===== config.mk =====
export PLATFORM = sky130hd
export DESIGN_NAME = ram_dma
export DESIGN_NICKNAME = d
export VERILOG_FILES = /design/src/rtl/ram_dma_pkg.sv /design/src/rtl/ram_dma.sv
export SDC_FILE = /design/constraint.sdc
export NUM_CORES = 1
export LEC_CHECK = 0
export BUFFER_PORTS_ARGS = -buffer_cell sky130_fd_sc_hd__buf_2
export CAP_MARGIN = 0
export CORE_ASPECT_RATIO = 0.75
export CORE_MARGIN = 2
export CORE_UTILIZATION = 50
export CTS_CLUSTER_SIZE = 24
export DETAILED_ROUTE_END_ITERATION = 10
export PLACE_DENSITY = 0.77
export SYNTH_ARGS = -nofsm -noshare
export SYNTH_HDL_FRONTEND = slang
export SYNTH_SLANG_ARGS = --single-unit

===== constraint.sdc =====
create_clock -name clk -period 3.31 [get_ports clk]
set_input_delay 0.1655 -clock clk [delete_from_list [all_inputs] [get_ports clk]]
set_output_delay 0.1655 -clock clk [all_outputs]
set_load 0.01 [all_outputs]

===== src/rtl/ram_dma_pkg.sv =====
// ram_dma_pkg: shared types and default sizes for the 32x8 RAM DMA engine.
//   DEF_ADDR_W / DEF_DATA_W : default RAM address / data widths
//   DEF_LEN_W               : byte-count width (one more bit than the address so 32 fits)
//   dma_op_e                : command opcode (FILL / COPY)
//   dma_state_e             : engine FSM states
package ram_dma_pkg;

   localparam int DEF_ADDR_W = 5;
   localparam int DEF_DATA_W = 8;
   localparam int DEF_LEN_W  = DEF_ADDR_W + 1;

   typedef enum logic {
      OP_FILL = 1'b0,
      OP_COPY = 1'b1
   } dma_op_e;

   typedef enum logic [2:0] {
      IDLE,
      FILL_WR,
      CP_RD,
      CP_CAP,
      CP_WR,
      DONE
   } dma_state_e;

endpackage


===== src/rtl/ram_dma.sv =====
// ram_dma: memory-side initiator for the 32x8 data RAM.
//   Accepts FILL / COPY commands over a valid/ready handshake and drives the
//   RAM addr/data_in/we port, sampling data_out during copies.
// Ports:
//   clk, rst                 clock, synchronous active-high reset
//   cmd_valid / cmd_ready    command handshake (ready only while idle)
//   cmd_op                   0 = FILL, 1 = COPY
//   cmd_src, cmd_dst         start addresses (src used by COPY only)
//   cmd_len                  byte count, values above 2**ADDR_W clamp to 2**ADDR_W
//   cmd_fill                 FILL byte
//   busy, done               busy from cycle after accept through done; done is a 1-cycle pulse
//   ram_addr, ram_data_in, ram_we, ram_data_out   RAM port
//   checksum                 present only when RAM_DMA_CHECKSUM_EN is defined: sum of
//                            all bytes written by the last command, modulo 2**DATA_W
// Optional feature macro: RAM_DMA_CHECKSUM_EN
module ram_dma
   import ram_dma_pkg::*;
#(
   parameter int ADDR_W = DEF_ADDR_W,
   parameter int DATA_W = DEF_DATA_W
) (
   input  logic              clk,
   input  logic              rst,
   input  logic              cmd_valid,
   output logic              cmd_ready,
   input  logic              cmd_op,
   input  logic [ADDR_W-1:0] cmd_src,
   input  logic [ADDR_W-1:0] cmd_dst,
   input  logic [ADDR_W:0]   cmd_len,
   input  logic [DATA_W-1:0] cmd_fill,
   output logic              busy,
   output logic              done,
   output logic [ADDR_W-1:0] ram_addr,
   output logic [DATA_W-1:0] ram_data_in,
   output logic              ram_we,
   input  logic [DATA_W-1:0] ram_data_out
`ifdef RAM_DMA_CHECKSUM_EN
   ,
   output logic [DATA_W-1:0] checksum
`endif
);

   localparam int LEN_W = ADDR_W + 1;
   localparam logic [LEN_W-1:0]  MAX_LEN  = LEN_W'(2 ** ADDR_W);
   localparam logic [LEN_W-1:0]  LEN_ONE  = LEN_W'(1);
   localparam logic [ADDR_W-1:0] ADDR_ONE = ADDR_W'(1);

   dma_state_e        state_reg;
   logic [ADDR_W-1:0] src_reg;      // current read address (COPY)
   logic [ADDR_W-1:0] dst_reg;      // current write address
   logic [LEN_W-1:0]  rem_reg;      // bytes still to write, including the current one
   logic [DATA_W-1:0] hold_reg;     // write data: fill byte, or byte captured from RAM
   logic [ADDR_W-1:0] ram_addr_reg;
   logic              ram_we_reg;
   logic              busy_reg;
   logic              done_reg;
   logic              ready_reg;
   logic [LEN_W-1:0]  len_clamped;

   always_comb begin
      len_clamped = (cmd_len > MAX_LEN) ? MAX_LEN : cmd_len;
   end

   // All outputs are registered: each transition loads the values the
   // destination state presents during its cycle.  Address registers are
   // ADDR_W wide, so src/dst wrap modulo 2**ADDR_W on their own.
   always_ff @(posedge clk) begin
      if (rst) begin
         state_reg    <= IDLE;
         src_reg      <= '0;
         dst_reg      <= '0;
         rem_reg      <= '0;
         hold_reg     <= '0;
         ram_addr_reg <= '0;
         ram_we_reg   <= 1'b0;
         busy_reg     <= 1'b0;
         done_reg     <= 1'b0;
         ready_reg    <= 1'b1;
      end else begin
         case (state_reg)
            IDLE: begin
               if (cmd_valid) begin
                  src_reg   <= cmd_src;
                  dst_reg   <= cmd_dst;
                  rem_reg   <= len_clamped;
                  busy_reg  <= 1'b1;
                  ready_reg <= 1'b0;
                  if (len_clamped == '0) begin
                     state_reg <= DONE;
                     done_reg  <= 1'b1;
                  end else if (dma_op_e'(cmd_op) == OP_FILL) begin
                     state_reg    <= FILL_WR;
                     ram_addr_reg <= cmd_dst;
                     hold_reg     <= cmd_fill;
                     ram_we_reg   <= 1'b1;
                  end else begin
                     state_reg    <= CP_RD;
                     ram_addr_reg <= cmd_src;
                  end
               end
            end
            FILL_WR: begin
               if (rem_reg == LEN_ONE) begin
                  state_reg  <= DONE;
                  ram_we_reg <= 1'b0;
                  done_reg   <= 1'b1;
               end else begin
                  dst_reg      <= dst_reg + ADDR_ONE;
                  ram_addr_reg <= dst_reg + ADDR_ONE;
                  rem_reg      <= rem_reg - LEN_ONE;
               end
            end
            CP_RD: begin
               // Address held one more cycle so a synchronous-read RAM has
               // its data on data_out by the end of CP_CAP.
               state_reg <= CP_CAP;
            end
            CP_CAP: begin
               state_reg    <= CP_WR;
               hold_reg     <= ram_data_out;
               ram_addr_reg <= dst_reg;
               ram_we_reg   <= 1'b1;
            end
            CP_WR: begin
               ram_we_reg <= 1'b0;
               if (rem_reg == LEN_ONE) begin
                  state_reg <= DONE;
                  done_reg  <= 1'b1;
               end else begin
                  state_reg    <= CP_RD;
                  src_reg      <= src_reg + ADDR_ONE;
                  dst_reg      <= dst_reg + ADDR_ONE;
                  ram_addr_reg <= src_reg + ADDR_ONE;
                  rem_reg      <= rem_reg - LEN_ONE;
               end
            end
            DONE: begin
               state_reg <= IDLE;
               done_reg  <= 1'b0;
               busy_reg  <= 1'b0;
               ready_reg <= 1'b1;
            end
            default: begin
               state_reg  <= IDLE;
               ram_we_reg <= 1'b0;
               done_reg   <= 1'b0;
               busy_reg   <= 1'b0;
               ready_reg  <= 1'b1;
            end
         endcase
      end
   end

   assign cmd_ready   = ready_reg;
   assign busy        = busy_reg;
   assign done        = done_reg;
   assign ram_addr    = ram_addr_reg;
   assign ram_data_in = hold_reg;
   assign ram_we      = ram_we_reg;

`ifdef RAM_DMA_CHECKSUM_EN
   logic [DATA_W-1:0] sum_reg;

   // A byte counts when the RAM actually takes it (we high at the edge),
   // so the final byte is included by the time done is high.
   always_ff @(posedge clk) begin
      if (rst) begin
         sum_reg <= '0;
      end else if (state_reg == IDLE && cmd_valid) begin
         sum_reg <= '0;
      end else if (ram_we_reg) begin
         sum_reg <= sum_reg + hold_reg;
      end
   end

   assign checksum = sum_reg;
`endif

endmodule


==> metrics.md, run 1 <==
| Metric | Value |
|---|---|
| Post-DRT Antenna Nets | 0 |
| Nets | 380 |
| Synth async-reset ratio | 0% |
| DIE WIDTH | between 80 and 90 um |
| Global-route wire length before repair | 11.0 mm |
| Setup-failing EPs final | 0 |
| Number of clock sinks | 36 |
| DR iter-0 viols | 288 |
| Synth Warn # | 0 |
| Max-cap violations | 0 |
| Element type at the critical path end | flop |
| Final Max Slew Viols | 0 |
| Die area | 5360 um^2 |
| Final Non-Filler Cells | roughly 400 |
| Setup Skew | 6.44 ps |
| Most frequent cells in the layout | buf_2 (52), nand2_1 (39), dfxtp_1 (36) |
| Setup bufs post-CTS | 0 |
| Drt pass-1 iters | 5 |
| Clock slew at reported path FFs | roughly 70 ps |
| Final period util | about three quarters |
| Most common cell after layout, fill and taps aside | buf_2 |
| Vias per Instance | 6.35 |
| Largest net degree at the start of global routing | 30 |
| DRT Wirelength | 6.87 mm |
| Seq/Total Area, Yosys | 30.1% |
| CTS Buf Count | 5 |
| Post-place setup slack | 986 ps |
| Clk buf depth | 2 |
| Post-layout util | 60.2% |
| Final Hold Viols | 0 |
| # fillers | 445 |
| VDD IR max | between 0.0005 and 0.0006 V |
| Layout cell share with drive strength beyond 1 | 22.1% |
| Chip height | 63.9 um |
| Dpl hpwl | ~4.8 mm |
| Total GRT Usage | approximately 26% |
| Mean Syn Cell Area | 8.02 um^2 |
| Least-Margin Pin Slew | 816 ps |
| ANT cells | 0 |
| WL/cell | 17.3 um |
| Netlist cell types | 64 |
| CORE AREA | 4520 um^2 |
| Worst skew pair latency | 290 ps |
| RSZ-0062 raised after global routing | false |
| Drc violations | 0 |
| Seq cells post-synth | 36 |
| Max reg flops | 8 |
| Worst-path maximum fanout | 8 |
| CTS tree | yes |
| Number of flops mapped to enable cells by yosys | 0 |
| Number of global-route vias before repair | 2218 |
| Global route overflow | 0 |
| Initial core utilization | 52.9% |
| Vias | 2522 |
| Port buffer count | 52 |
| Root Driver | clkbuf_8 |
| Ys flop type | dfxtp_1 |
| Fmax | 0.413 GHz |
| Worst Path Required | 3510 ps |
| Mapped Nets | ~340 |
| Placer Congestion | 0.890 |
| CP Launch Type | flop |
| I/O pin cnt | 53 |
| HP Class | in -> reg |
| Leakage | 1.07 nW |
| Slew headroom | 45.5% |
| Power per cell area | approximately 810 nW/um^2 |
| Crit path time final | roughly 2400 ps |
| Initial antenna violation count | 0 |
| Dpl cells | around 400 |
| WP data arrival | 2620 ps |
| Pwr Total | 2.20 mW |
| CTS H-tree depth | 2 |
| # rows | 21 |
| PostCTS Resize Cnt | 0 |
| Netlist Area Pre-Place | 2390 um^2 |
| Status | completed |
| Cts-stage hold buffer count | 0 |
| Post-Synthesis Cells | a little under 300 |
| Final worst setup slack | 889 ps |
| Crit path kind | reg -> reg |
| TNS Setup | 0 ps |
| Area grow syn2layout | 13.9% |
==> routing by layer <==
metal	GRT usage (%)	part of all wire [%]	up-vias
met5	0	0	-
met4	7.66	1.4	0
met3	7.36	9.6	15
met2	39.4	44	106
met1	34.8	45	1177
li1	-	-	1224
==> synth_stat cells, types with 2 or more instances <==
cell type / n / area, um^2
clkbuf_1: 11 / 41.3
a311oi_1: 11 / 96.3
a211oi_1: 3 / 22.5
a21bo_2: 2 / 20.0
ha_1: 4 / 50.1
buf_2: 5 / 25.0
nand2_1: 39 / 146
a21oi_1: 28 / 140
nor4_1: 3 / 18.8
inv_1: 8 / 30.0
buf_6: 2 / 22.5
mux2i_1: 7 / 70.1
a21boi_0: 2 / 15.0
a221oi_1: 2 / 17.5
o41ai_1: 4 / 35.0
nand3_1: 6 / 30.0
dfxtp_1: 36 / 721
o32ai_1: 5 / 43.8
nor2_1: 12 / 45.0
a31oi_1: 9 / 56.3
nor2b_1: 3 / 18.8
nand4_1: 2 / 12.5
a2bb2oi_1: 2 / 17.5
nand2b_1: 5 / 31.3
nor3b_1: 2 / 15.0
o22ai_1: 3 / 18.8
a22oi_1: 4 / 30.0
o31a_1: 3 / 26.3
nor3_1: 21 / 105
and2_1: 2 / 12.5
xnor2_1: 5 / 43.8
o21a_1: 3 / 22.5
o21ai_0: 12 / 60.1
or4_1: 2 / 15.0
==> final cells by class <==
| cell class | instances | area, um^2 | area share, % |
|---|---|---|---|
| clock inverters | 1 | 5.00 | 0.184 |
| inverters | 9 | 33.8 | 1.24 |
| multi-input cells | 233 | 1540 | 56.4 |
| well taps | 57 | 71.3 | 2.62 |
| repair buffers | 55 | 283 | 10.4 |
| flip-flops and latches | 36 | 721 | 26.5 |
| clock buffers | 6 | 72.6 | 2.67 |
==> power by group <==
group	internal, mW	switching (mW)
clock	0.143	0.156
combinational	0.460	0.696
sequential	0.572	0.168
total	1.18	1.02
==> per-stage QoR <==
step                      hold slack, ps  instance area, um^2
after global routing                 159                 2720
after floorplan                      328                 2390
after detailed placement             443                 2650
final                                135                 2720
after global placement               437                 2650
after CTS                            139                 2720
==> cells by family after synthesis <==
family	Yosys count	synth area share (%)
AOI/OAI and AO/OA	106	32.2
xor gates and xnor gates	6	2.20
adders and majority gates	4	2.09
buffers and inverters	29	5.60
DFF	36	30.1
muxes	7	2.93
and+or+nand+nor	110	24.8
==> worst paths after layout <==
kind | slack (ps) | cells after the start | startpoint | endpoint
worst max-delay path | 890 | 5 | rem_reg[0] | ram_addr[1]
worst min-delay path | 130 | 3 | ram_data_out[6] | ram_data_in[6]
worst max register to register | 890 | 5 | rem_reg[0] | ram_addr[1]
worst min register to register | 480 | 1 | done | done
==> worst max-delay path, cell delays in order, from the launching register on <==
cell and delay, ps:
dfxtp_1 420, ha_1 190, nor2b_1 660, a31oi_1 350, or3_4 470, a211oi_1 230
(Power assumes the default switching activity.)
==> run 2, diff against run 1 <==
--- a/config.mk
+++ b/config.mk
@@ -5,14 +5,15 @@
 export SDC_FILE = /design/constraint.sdc
 export NUM_CORES = 1
 export LEC_CHECK = 0
+export ABC_AREA = 1
 export BUFFER_PORTS_ARGS = -buffer_cell sky130_fd_sc_hd__buf_2
 export CAP_MARGIN = 0
 export CORE_ASPECT_RATIO = 0.75
 export CORE_MARGIN = 2
-export CORE_UTILIZATION = 50
+export CORE_UTILIZATION = 49
 export CTS_CLUSTER_SIZE = 24
 export DETAILED_ROUTE_END_ITERATION = 10
-export PLACE_DENSITY = 0.77
+export PLACE_DENSITY = 0.79
 export SYNTH_ARGS = -nofsm -noshare
 export SYNTH_HDL_FRONTEND = slang
 export SYNTH_SLANG_ARGS = --single-unit
==> constraint.sdc (replaced) <==
create_clock -name clk -period 2.2 [get_ports clk]
set_input_delay 0.11 -clock clk [delete_from_list [all_inputs] [get_ports clk]]
set_output_delay 0.11 -clock clk [all_outputs]
set_load 0.01 [all_outputs]
==> run 2 against run 1 <==
  * Worst setup slack worse by 410 ps
  * Area after synthesis is 2.8% lower
  * Maximum frequency grew 40%
  * Via count is 4.8% lower
  * Combinational power grew 84%
  * Critical endpoint is now ram_data_in[6]
  * Cell count increased by 17%
  * Critical path depth up 3
  * Critical path type unchanged
  * Die area decreased by 0.75%
  * Sequential share of layout area grew 0.35 points
==> metrics.md, run 2 <==
| Metric | Value |
|---|---|
| Status | completed |
| Least-Margin Pin Slew | 362 ps |
| Initial core utilization | about half |
| Pwr Total | 3.83 mW |
| CTS Buf Count | 5 |
| Post-place setup slack | 495 ps |
| Largest family of logic cells by synthesized area | simple AND/OR/NAND/NOR gates |
| # fillers | 460 |
| Initial antenna violation count | 0 |
| CP Launch Type | flop |
| VDD IR max | 0.000902 V |
| Post-synth top cells | nand2_1 (82), nor2_1 (69), dfxtp_1 (36), inv_1 (30), o21ai_0 (26) |
| Synth top area cells | dfxtp_1 (31%), nand2_1 (13%), nor2_1 (11%), o21ai_0 (5.6%), nand3_1 (5.4%) |
| Setup bufs post-CTS | 0 |
| DIE WIDTH | about 84 um |
| Internal power component | 1.96 mW |
| Cell count along the critical path | 8 |
| Die area | 5320 um^2 |
| Synth Area in Adders | 2.15% |
| Ys flop type | dfxtp_1 |
| Setup Skew | 3.55 ps |
| Chip height | 63.7 um |
| RSZ-0062 raised after global routing | false |
| Max-cap violations | 0 |
| Dpl hpwl | 4.49 mm |
| Clk buf depth | 2 |
| Dpl cells | 456 |
| Cts-stage hold buffer count | 0 |
| Total GRT Usage | 22.7% |
| Switching part of the total power | between 40% and 50% |
| PostCTS Resize Cnt | 0 |
| Synth area leader | dfxtp_1 |
| Sequential share of power | 31.4% |
| Most common cell after layout, fill and taps aside | nand2_1 |
| Drc violations | 0 |
| Register-to-Register Path Depth | 8 |
| Worst-path maximum fanout | 14 |
| Area grow syn2layout | 15.6% |
| # rows | 21 |
| Netlist cell types | 38 |
| TNS Setup | 0 ps |
| Slew headroom | 75.8% |
| Synth Warn # | 0 |
| Port buffer count | 52 |
| Netlist Area Pre-Place | 2320 um^2 |
| Synth Area in Simple Gates | 40.9% |
| Most frequent cell after synthesis | nand2_1 |
| Mean Syn Cell Area | 6.55 um^2 |
| Drt pass-1 iters | 5 |
| ANT cells | 0 |
| Final Hold Viols | 0 |
| Critical-path cell list | nand2_4 > nor2_4 > inv_4 > nand2_2 > nand4_4 > clkinv_2 > nor2_1 > nor2_1 |
| Fmax | slightly below 0.6 GHz |
| HP Class | in -> reg |
| Most used cell, CP | nor2_1 |
| Hold depth | 2 |
| Mux share of post-synthesis cell area | less than 1% |
| Switching power total | about 1.9 mW |
| Final Max Slew Viols | 0 |
| DRT Wirelength | 5.79 mm |
| Number of flops mapped to enable cells by yosys | 0 |
| Final Non-Filler Cells | 464 |
| WL/cell | 12.5 um |
| Vias per Instance | 5.17 |
| CP top delay family | simple AND/OR/NAND/NOR gates |
| Number of clock sinks | 36 |
| Seq cells post-synth | 36 |
| Setup-failing EPs final | 0 |
| Top-area cell type share of the netlist area | 31.0% |
| Final period util | 78.4% |
| Combinational power share | 55.8% |
| Placer Congestion | 0.856 |
| Post-Synthesis Cells | 355 |
| Number of global-route vias before repair | 2154 |
| Leakage | 1.38 nW |
| Layout cell share with drive strength beyond 1 | a little under a quarter |
| CTS tree | yes |
| Global-route wire length before repair | between 9 and 10 mm |
| Power share of the clock group | around an eighth |
| Synth Area in Compound Gates | about 15% |
| Max reg flops | 8 |
| Worst Path Required | about 2400 ps |
| Synth async-reset ratio | 0% |
| Largest net degree at the start of global routing | 27 |
| Slowest stage cell, crit path | dfxtp_1 |
| Mapped Nets | 395 |
| Power per cell area | around 1400 nW/um^2 |
| Clock slew at reported path FFs | 70 ps |
| Crit path kind | reg -> reg |
| WP data arrival | 1950 ps |
| Element type at the critical path end | flop |
| CORE AREA | between 4000 and 5000 um^2 |
| Most frequent cells in the layout | nand2_1 (82), nor2_1 (69), buf_2 (52) |
| CP max stage delay | 520 ps |
| Seq/Total Area, Yosys | a little under a third |
| Worst skew pair latency | roughly 290 ps |
| Root Driver | clkbuf_8 |
| Final worst setup slack | 475 ps |
| Nets | 446 |
| WP buf/inv | 2 |
| Crit path time final | 1730 ps |
| Post-DRT Antenna Nets | 0 |
| Vias | 2400 |
| I/O pin cnt | 53 |
| DR iter-0 viols | 106 |
| Synth Area in XOR/XNOR | 1.13% |
| Global route overflow | 0 |
| CTS H-tree depth | 2 |
## run 2: changes by cell type after synthesis, moves of 9 or more
cell	previous run	this run
inv_1	8	30
nor3_1	21	1
nand2_1	39	82
a311oi_1	11	0
a21oi_1	28	10
o21ai_1	0	9
o21ai_0	12	26
nand3_1	6	25
nor2_1	12	69
## run 2: cell type report
type	count	area, um^2	share of cell area (%)
Clock buffer	6	82.6	3.07
Multi-Input combinational cell	271	1390	51.5
Inverter	39	150	5.59
Tap cell	57	71.3	2.65
Sequential cell	36	721	26.8
Clock inverter	2	10.0	0.372
Timing Repair Buffer	53	268	9.96
## run 2: power groups by stage
stage	combinational [mW]	clock (mW)	sequential (mW)
2_1_floorplan	1.66	0	1.21
3_3_place_gp	2.05	0	1.19
3_5_place_dp	2.11	0	1.21
4_1_cts	2.13	0.500	1.20
5_1_grt	2.42	0.533	1.24
6_report	2.14	0.493	1.20
## run 2: path summary, 6_finish.rpt
| kind | from | end | slack (ps) |
|---|---|---|---|
| max | state_reg[0] | ram_data_in[6] | 470 |
| min | rst | rem_reg[2] | 20 |
| max reg2reg | state_reg[0] | ram_data_in[6] | 470 |
| min reg2reg | done | done | 450 |
## run 2: cell families after synthesis
kind of cell,count (synthesis)
multiplexers,1
flip-flops,36
adder cells (fa/ha/maj),4
buffers and inverters,48
AND/OR/NAND/NOR,204
AO/OA/AOI/OAI,59
XOR/XNOR,3
## run 2: per-stage QoR
step	hold WS, ps	area [um^2]	utilization [%]
after floorplan	172	2320	-
after global placement	303	2590	57.4
after CTS	11.3	2690	59.5
after detailed placement	315	2590	57.4
after global routing	5.84	2690	59.5
final	15.8	2690	59.5
## run 2: layer usage
layer	track usage (%)	part of all wire [%]	vias up
met5	0	0	-
met4	6.85	1.3	0
met3	4.59	6.2	7
met2	36.1	44	87
met1	31.1	49	1063
li1	-	-	1243
==> run 3, diff against run 2 <==
==> constraint.sdc (replaced) <==
create_clock -name clk -period 1.4 [get_ports clk]
set_input_delay 0.07 -clock clk [delete_from_list [all_inputs] [get_ports clk]]
set_output_delay 0.07 -clock clk [all_outputs]
set_load 0.01 [all_outputs]
==> run 3 against run 2 <==
  * The run now ends with negative setup slack left
  * Clock power grew to 2.6 times the previous value
  * Worst setup slack lost 500 ps
  * Cell count is 8.4% higher
  * Sequential cell count unchanged
  * Clock skew up 2.2 ps
  * Critical path type unchanged
  * Largest power group unchanged
  * Highest routed layer unchanged
==> metrics.md, run 3 (synthesis results as in run 2) <==
| Metric | Value |
|---|---|
| Vias per Instance | 5.21 |
| Final Max Slew Viols | 0 |
| Final Instance Area | 3290 um^2 |
| Initial antenna violation count | 0 |
| Final worst setup slack | -26.7 ps |
| HP Class | in -> reg |
| Hold WS | 38.4 ps |
| DR top layer | met4 |
| DRT Wirelength | roughly 6.7 mm |
| Initial core utilization | 51.4% |
| Met2 routed WL | 3.10 mm |
| Switching part of the total power | 44.2% |
| Combinational power share | 60.6% |
| CTS H-tree depth | 2 |
| Power per cell area | 2470 nW/um^2 |
| RSZ-0062 raised after global routing | true |
| Switching power total | 3.58 mW |
| DR iter-0 viols | 202 |
| Status | finished with violations |
| Worst Path Required | 1640 ps |
| Die area | 5320 um^2 |
| Most common cell after layout, fill and taps aside | nand2_1 |
| Max reg flops | 8 |
| Nets | 485 |
| Placer Congestion | 0.896 |
| Clock slew at reported path FFs | around 80 ps |
| Final Non-Filler Cells | between 500 and 600 |
| CTS Buf Count | 5 |
| Largest net degree at the start of global routing | 32 |
| Fmax | approximately 0.7 GHz |
| CP Launch Type | flop |
| Drt pass-1 iters | 5 |
| Leakage | roughly 1.6 nW |
| Power share of the clock group | between 10% and 20% |
| CORE AREA | between 4000 and 5000 um^2 |
| VDD IR max | 0.00152 V |
| Max-cap violations | 0 |
| FF-to-FF Start | state_reg[0] |
| Sequential share of power | 23.4% |
| Crit path time final | 1430 ps |
| Worst-path maximum fanout | 8 |
| TNS Setup | -72.5 ps |
| Clk buf depth | 2 |
| Final Hold Viols | 0 |
| Worst skew pair latency | 310 ps |
| DR WL met3 | 499 um |
| Crit path kind | reg -> reg |
| Crit path from | state_reg[0] |
| # rows | 21 |
| Chip height | 63.7 um |
| Violated checks | negative setup slack |
| Total GRT Usage | 23.9% |
| Final period util | 102% |
| Setup-failing EPs final | 8 |
| Root Driver | clkbuf_8 |
| Slew headroom | 77.3% |
| Post-place setup slack | -101 ps |
| Dpl cells | 483 |
| WL/cell | 13.3 um |
| ANT cells | 0 |
| Least-Margin Pin Slew | around 340 ps |
| Post-DRT Antenna Nets | 0 |
| Port buffer count | 52 |
| Placed instance area | 2810 um^2 |
| Drc violations | 0 |
| Most frequent cells in the layout | nand2_1 (78), nor2_1 (52), buf_2 (52) |
| Post-layout util | 72.8% |
| M1 WL | 3.01 mm |
| Vias | 2620 |
| WP data arrival | approximately 1700 ps |
| Setup Skew | 5.71 ps |
| Area grow syn2layout | 41.5% |
| Number of global-route vias before repair | 2266 |
| Layout cell share with drive strength beyond 1 | 38.1% |
| Element type at the critical path end | flop |
| DIE WIDTH | 83.5 um |
| Pwr Total | just over 8 mW |
| Internal power component | ~4.5 mW |
| CTS tree | yes |
| Global-route wire length before repair | 10.2 mm |
| Number of clock sinks | 36 |
| Global route overflow | 0 |
| I/O pin cnt | 53 |
| Worst min-delay path startpoint | cmd_src[4] |
| Dpl hpwl | about 4.5 mm |
==> run 3: cell count changes in the layout (fill, tap and decap cells not counted), sizes merged <==
cell	previous run	this run
nand4	6	7
buf	53	89
bufinv	0	3
dlygate4sd3	0	1
clkinv	3	1
==> run 3: power by group through the flow <==
stage                     clock network [mW]  registers (mW)  logic, mW
after floorplan                            0            1.91       2.61
after detailed placement                   0            1.83       3.90
after CTS                               1.31            1.83       4.04
after global routing                    1.35            1.95       5.34
after global placement                     0            1.81       3.79
final                                   1.30            1.90       4.91
==> run 3: layer usage <==
| metal | vias to the layer above | global-route usage [%] |
|---|---|---|
| met2 | 90 | 39.6 |
| met1 | 1190 | 30.7 |
| li1 | 1328 | - |
| met4 | 0 | 6.25 |
| met3 | 12 | 6.95 |
| met5 | - | 0 |
==> run 3: what timing repair did <==
item                       in CTS  in global routing
hold buffers                    1                  0
setup endpoints to repair      34                 33
gates resized for setup        12                 58
hold endpoints to repair        1                  0
buffers inserted                2                  7
pin swaps                       1                 21
gates cloned                    0                  2
==> run 3: critical path, cell delays in order, from the launching register on <==
cell and delay [ps]:
dfxtp_4 380, nor2_4 190, nand2_4 110, buf_6 140, nand2_4 80, nand4_4 180, clkinv_4 150, nor2_2 40
nor2_1 100
==> run 3: layout make-up <==
class / instances / area [um^2]
multi-input cells: 272 / 1560
clock inverters: 3 / 90.1
fillers: 348 / 1230
repair buffers: 91 / 604
well taps: 57 / 71.3
inverters: 39 / 159
clock buffers: 5 / 68.8
flip-flops and latches: 36 / 734
==> run 3: worst paths after layout <==
check / end / slack, ps / depth (start not counted)
worst min-delay path: src_reg[4] / 40 / 3
worst max-delay path: ram_data_in[4] / -30 / 8
worst min register to register: done / 480 / 2
worst max register to register: ram_data_in[4] / -30 / 8
